--- src/rtl/vigenere_decryptor_stream.sv ---
// Streaming Vigenere decryptor over the 49-symbol alphabet '*'..'Z' with a loadable repeating key.
// Optional feature macro: VIG_DEC_PASSTHRU_EN (out-of-range bytes pass through without consuming key).
module vigenere_decryptor_stream #(
  parameter int MAX_KEY_LEN = 16
) (
  input  logic       clk,
  input  logic       rst,
  input  logic       key_clear,
  input  logic       key_wr,
  input  logic [7:0] key_char,
  input  logic       key_last,
  output logic       key_err,
  input  logic       in_valid,
  output logic       in_ready,
  input  logic [7:0] cipher_char,
  output logic       out_valid,
  input  logic       out_ready,
  output logic [7:0] plain_char,
  output logic       out_err
);

  localparam int LW = $clog2(MAX_KEY_LEN + 1);
  localparam int IW = $clog2(MAX_KEY_LEN);

  typedef enum logic [1:0] {S_NOKEY, S_LOAD, S_RUN} state_t;

  state_t        state, state_nx;
  logic [7:0]    key_buf [MAX_KEY_LEN];
  logic [LW-1:0] key_len;
  logic [IW-1:0] key_idx;
  logic [IW-1:0] idx_next;
  logic [7:0]    key_cur;
  logic          key_ok, key_full, key_store, key_rej;
  logic          accept, c_in_range;
  logic [5:0]    c_off, k_off;
  logic [6:0]    diff, diff_adj;
  logic [7:0]    dec_char;

  assign key_ok     = (key_char >= 8'h2A) && (key_char <= 8'h5A);
  assign c_in_range = (cipher_char >= 8'h2A) && (cipher_char <= 8'h5A);
  assign key_full   = (key_len == LW'(MAX_KEY_LEN));
  assign in_ready   = (state == S_RUN) && !key_clear && (!out_valid || out_ready);
  assign accept     = in_valid && in_ready;

  always_ff @(posedge clk) begin
    if (rst) state <= S_NOKEY;
    else     state <= state_nx;
  end

  // key_clear wins over any key write in the same cycle, so it never raises key_err
  always_comb begin
    state_nx  = state;
    key_store = 1'b0;
    key_rej   = 1'b0;
    if (key_clear) begin
      state_nx = S_LOAD;
    end else begin
      case (state)
        S_NOKEY: key_rej = key_wr;
        S_LOAD: begin
          if (key_wr) begin
            if (key_ok && !key_full) begin
              key_store = 1'b1;
              if (key_last) state_nx = S_RUN;
            end else begin
              key_rej = 1'b1;
            end
          end
        end
        S_RUN:   key_rej = key_wr;
        default: state_nx = S_NOKEY;
      endcase
    end
  end

  assign key_cur  = key_buf[key_idx];
  assign c_off    = 6'(cipher_char - 8'h2A);
  assign k_off    = 6'(key_cur - 8'h2A);
  assign diff     = {1'b0, c_off} - {1'b0, k_off};
  assign diff_adj = diff[6] ? diff + 7'd49 : diff;
  assign dec_char = {1'b0, diff_adj} + 8'h2A;
  assign idx_next = (key_idx == IW'(key_len - LW'(1))) ? '0 : key_idx + IW'(1);

  always_ff @(posedge clk) begin
    if (key_store) key_buf[IW'(key_len)] <= key_char;
  end

  always_ff @(posedge clk) begin
    if (rst) begin
      key_len    <= '0;
      key_idx    <= '0;
      out_valid  <= 1'b0;
      plain_char <= 8'h00;
      out_err    <= 1'b0;
      key_err    <= 1'b0;
    end else begin
      key_err <= key_rej;
      if (key_clear) begin
        key_len   <= '0;
        key_idx   <= '0;
        out_valid <= 1'b0;
      end else begin
        if (key_store) begin
          key_len <= key_len + LW'(1);
          if (key_last) key_idx <= '0;
        end
        if (accept) begin
          out_valid <= 1'b1;
          if (c_in_range) begin
            plain_char <= dec_char;
            out_err    <= 1'b0;
            key_idx    <= idx_next;
          end else begin
`ifdef VIG_DEC_PASSTHRU_EN
            plain_char <= cipher_char;
            out_err    <= 1'b0;
`else
            plain_char <= 8'h00;
            out_err    <= 1'b1;
            key_idx    <= idx_next;
`endif
          end
        end else if (out_ready) begin
          out_valid <= 1'b0;
        end
      end
    end
  end

endmodule

--- config.mk ---
export PLATFORM = sky130hd
export DESIGN_NAME = vigenere_decryptor_stream
export DESIGN_NICKNAME = d
export VERILOG_FILES = /design/src/rtl/vigenere_decryptor_stream.sv
export SDC_FILE = /design/constraint.sdc
export NUM_CORES = 1
export LEC_CHECK = 0
export CORE_UTILIZATION = 55
export DETAILED_ROUTE_END_ITERATION = 10
export PLACE_DENSITY_LB_ADDON = 0.25
export SYNTH_ARGS = -nofsm -noshare
export SYNTH_HDL_FRONTEND = slang
export SYNTH_SLANG_ARGS = --single-unit
export TNS_END_PERCENT = 20
--- constraint.sdc ---
create_clock -name clk -period 4.4 [get_ports clk]
set_input_delay 0.88 -clock clk [delete_from_list [all_inputs] [get_ports clk]]
set_output_delay 0.88 -clock clk [all_outputs]
set_load 0.02 [all_outputs]
==> reports/metrics.json <==
{
  "result_of_the_run": {"value": "completed"},
  "critPathSlowestCell": {"value": "sky130_fd_sc_hd__mux4_1"},
  "grt_start_max_net_pins": {"value": 22},
  "worst_ep_required_time": {"value": 4.79, "unit": "ns"},
  "timing.hold.ws": {"value": 0.443, "unit": "ns"},
  "final.setup_skew": {"value": 0.00727, "unit": "ns"},
  "detail_route.vias_per_cell": {"value": 5.82},
  "grt_first_pass_wirelength": {"value": 18200, "unit": "microns"},
  "final_antenna_net_count": {"value": 0},
  "initial_utilization": {"value": 0.570},
  "weighted_congestion_reported_at_the_end_of_routability_driven_placement": {"value": 0.795},
  "critPathBufInv": {"value": 3},
  "power.leakage": {"value": 2.34, "unit": "nW"},
  "synthesis.yosys.warnings": {"value": 0},
  "timing.setup.critical_path_class": {"value": "register to register"},
  "cts_root_buffer": {"value": "sky130_fd_sc_hd__clkbuf_8"},
  "antenna-diode-count": {"value": 0},
  "syn-num-nets": {"value": 409},
  "timing.final.crit_share": {"value": 0.973},
  "max_slew_vio_count": {"value": 0},
  "clock-sinks": {"value": 122},
  "timing.fmax": {"value": 234, "unit": "MHz"},
  "setup.worst_path.start_class": {"value": "register"},
  "io_pins": {"value": 35},
  "grt_antenna_before_repair": {"value": 1},
  "postRouteWirelength": {"value": 12000, "unit": "microns"},
  "crit_path_cell_trace": {"value": "buf_12 > mux4_1 > mux4_2 > inv_1 > ha_1 > inv_1 > xnor2_1 > ha_2 > nand3_1 > a211oi_4 > nor2_4 > nand2_1 > xnor2_1 > ha_1 > nand2b_1 > o2111a_1 > a221o_1"},
  "postSynthCellCount": {"value": 369},
  "clkTransAtPathRegs": {"value": 0.06, "unit": "ns"},
  "cellPowerDensity": {"value": 407, "unit": "nW/um^2"},
  "die_w": {"value": 103, "unit": "microns"},
  "buffer_ports.inserted": {"value": 34},
  "final_core_utilization": {"value": 0.698},
  "ctsHtreeMaxLevel": {"value": 4},
  "cts.path.max_buffers": {"value": 2},
  "core_area": {"value": 9820, "unit": "sq um"},
  "areaGrowthSynthToFinish": {"value": 22.5, "unit": "%"},
  "overflow": {"value": 0},
  "max-cap-violations": {"value": 0},
  "avgSynthCellArea": {"value": 15.2, "unit": "sq um"},
  "post_synth_instance_area": {"value": 5590, "unit": "sq um"},
  "timing_hold_violations_final": {"value": 0},
  "max_slew.worst_pin.slew": {"value": 0.639, "unit": "ns"},
  "synth-seq-area-share": {"value": 0.608},
  "max_slew_margin_vs_limit": {"value": 0.573},
  "ys_ff_latch": {"value": 122},
  "cp.arrival": {"value": 4.67, "unit": "ns"},
  "drt_first_iter_violations": {"value": 226},
  "place_inst": {"value": 551},
  "die_area": {"value": 10600, "unit": "sq um"},
  "ir_drop": {"value": 0.000280, "unit": "V"},
  "holdCritPathClass": {"value": "register to register"},
  "pre_cts_ws": {"value": 0.0594, "unit": "ns"},
  "cts-buffers-inserted": {"value": 17},
  "cts_tree": {"value": "done"},
  "fin_ws": {"value": 0.119, "unit": "ns"},
  "first_pass_iteration_count_of_the_detailed_router": {"value": 5},
  "placement_rows": {"value": 36},
  "synth.distinct_cells": {"value": 61},
  "number_of_global_route_vias_before_repair": {"value": 3258},
  "setup_violations": {"value": 0},
  "final_net_count": {"value": 478},
  "fillerInstances": {"value": 666},
  "drc": {"value": 0},
  "worst_setup_path_end_kind": {"value": "register"},
  "dominantRegCellSynth": {"value": "sky130_fd_sc_hd__edfxtp_1"},
  "post_synth_edffs": {"value": 96},
  "share_of_layout_cells_above_drive_strength_1": {"value": 0.224},
  "largest_fanout_on_the_critical_path": {"value": 20},
  "critPathMaxStageDelay": {"value": 0.61, "unit": "ns"},
  "via_count": {"value": 3396},
  "globalRouteTotalUtil": {"value": 0.247},
  "postSynth.asyncResetShare": {"value": 0},
  "clk-insertion-delay-late": {"value": 0.51, "unit": "ns"},
  "crit_family": {"value": "multiplexers"},
  "layoutNonFillerInstCount": {"value": 584},
  "avgRoutedWirePerCell": {"value": 20.6, "unit": "microns"},
  "die-height": {"value": 103, "unit": "microns"},
  "detailedPlacementHpwl": {"value": 7920, "unit": "microns"},
  "finalWorstPathRequiredPeriod": {"value": 4.28, "unit": "ns"},
  "final.setup.tns": {"value": 0, "unit": "ns"}
}
==> cell usage in the layout, fill, tap and decap left out, types with 3 or more instances in the layout <==
cell | Yosys | layout
sky130_fd_sc_hd__o21ai_0 | 9 | 8
sky130_fd_sc_hd__buf_4 | 1 | 25
sky130_fd_sc_hd__nor2_1 | 36 | 35
sky130_fd_sc_hd__xnor2_1 | 13 | 12
sky130_fd_sc_hd__nand2_1 | 15 | 15
sky130_fd_sc_hd__nor2b_1 | 3 | 3
sky130_fd_sc_hd__a21oi_1 | 9 | 8
sky130_fd_sc_hd__mux2i_1 | 4 | 4
sky130_fd_sc_hd__mux4_1 | 6 | 6
sky130_fd_sc_hd__clkinv_1 | 0 | 4
sky130_fd_sc_hd__nand3_1 | 5 | 5
sky130_fd_sc_hd__clkdlybuf4s50_1 | 0 | 34
sky130_fd_sc_hd__inv_1 | 15 | 15
sky130_fd_sc_hd__a22oi_1 | 4 | 4
sky130_fd_sc_hd__inv_6 | 0 | 3
sky130_fd_sc_hd__nand2b_1 | 8 | 8
sky130_fd_sc_hd__edfxtp_1 | 96 | 96
sky130_fd_sc_hd__a211oi_2 | 1 | 3
sky130_fd_sc_hd__xor2_1 | 9 | 9
sky130_fd_sc_hd__mux4_2 | 24 | 24
sky130_fd_sc_hd__dfxtp_1 | 26 | 26
sky130_fd_sc_hd__clkinv_4 | 0 | 3
sky130_fd_sc_hd__ha_1 | 16 | 15
sky130_fd_sc_hd__o21a_1 | 4 | 4
sky130_fd_sc_hd__clkbuf_16 | 0 | 16
sky130_fd_sc_hd__nor3_1 | 8 | 8
==> synth_stat cells (5+ instances only) <==
cell type,count,area share
sky130_fd_sc_hd__nand2b_1,8,0.0089
sky130_fd_sc_hd__nor2_1,36,0.024
sky130_fd_sc_hd__mux4_2,24,0.097
sky130_fd_sc_hd__edfxtp_1,96,0.52
sky130_fd_sc_hd__ha_1,16,0.036
sky130_fd_sc_hd__inv_1,15,0.010
sky130_fd_sc_hd__a21oi_1,9,0.0081
sky130_fd_sc_hd__nor3_1,8,0.0072
sky130_fd_sc_hd__mux4_1,6,0.028
sky130_fd_sc_hd__nand3_1,5,0.0045
sky130_fd_sc_hd__xnor2_1,13,0.020
sky130_fd_sc_hd__dfxtp_1,26,0.093
sky130_fd_sc_hd__xor2_1,9,0.014
sky130_fd_sc_hd__nand2_1,15,0.010
sky130_fd_sc_hd__o21ai_0,9,0.0081
==> kinds of logic after synthesis <==
| group | synth area share |
|---|---|
| DFF | 0.608 |
| buffers and inverters | 0.0217 |
| AOI/OAI and AO/OA | 0.0781 |
| adders and majority gates | 0.0394 |
| and+or+nand+nor | 0.0805 |
| xor gates and xnor gates | 0.0374 |
| muxes | 0.135 |
==> layer usage <==
layer	up-vias	GRT usage	routed length, microns
met5	-	0	0
met4	0	0.0780	138
met3	15	0.0651	547
met2	113	0.397	5990
met1	1689	0.333	5340
li1	1579	-	-
==> tightest hold or removal path: stages, from the launching register on <==
cell and delay (ns):
sky130_fd_sc_hd__dfxtp_1 0.31, sky130_fd_sc_hd__nand2_1 0.05, sky130_fd_sc_hd__nand2_1 0.04
==> state kept, by name (all words and copies together), names as in the netlist, named ones only <==
name        cells
plain_char      8
out_valid       1
key_len         5
key_idx         4
key_buf        96
out_err         1
state           2
key_err         1
==> worst paths after layout <==
| path | start | end | slack, ns | cells past startpoint |
|---|---|---|---|---|
| max | register | plain_char[5] | 0.12 | 17 |
| min | plain_char[7] | plain_char[7] | 0.44 | 2 |
| max reg2reg | register | plain_char[5] | 0.12 | 17 |
| min reg2reg | plain_char[7] | plain_char[7] | 0.44 | 2 |
==> stage by stage <==
step	power, mW	instance area (sq um)
finish	2.79	6850
floorplan	1.40	5590
detailed placement	1.47	6240
CTS	2.79	6810
global placement	1.47	6240
global route	2.87	6850
==> final cells by class <==
| cell class | instances | area (sq um) | share of cell area |
|---|---|---|---|
| clock buffer | 17 | 414 | 0.0605 |
| inverter | 15 | 56.3 | 0.00822 |
| timing repair buffer | 60 | 548 | 0.0800 |
| clock inverter | 15 | 148 | 0.0216 |
| multi-input combinational | 222 | 2110 | 0.309 |
| tap | 133 | 166 | 0.0243 |
| sequential | 122 | 3400 | 0.497 |
==> where the power goes <==
part | leakage (nW) | switching [mW] | internal, mW | total (mW)
Clock | 0.269 | 0.520 | 0.803 | 1.32
Combinational | 0.994 | 0.126 | 0.0957 | 0.222
Sequential | 1.07 | 0.000940 | 1.24 | 1.24
==> repair_timing <==
item,in CTS,in global routing
gates resized for setup,2,9
setup buffers,0,1
hold buffers,0,0
endpoints found under the setup margin,3,3
pin swaps,0,1
Power figures use the tool's default switching activity.
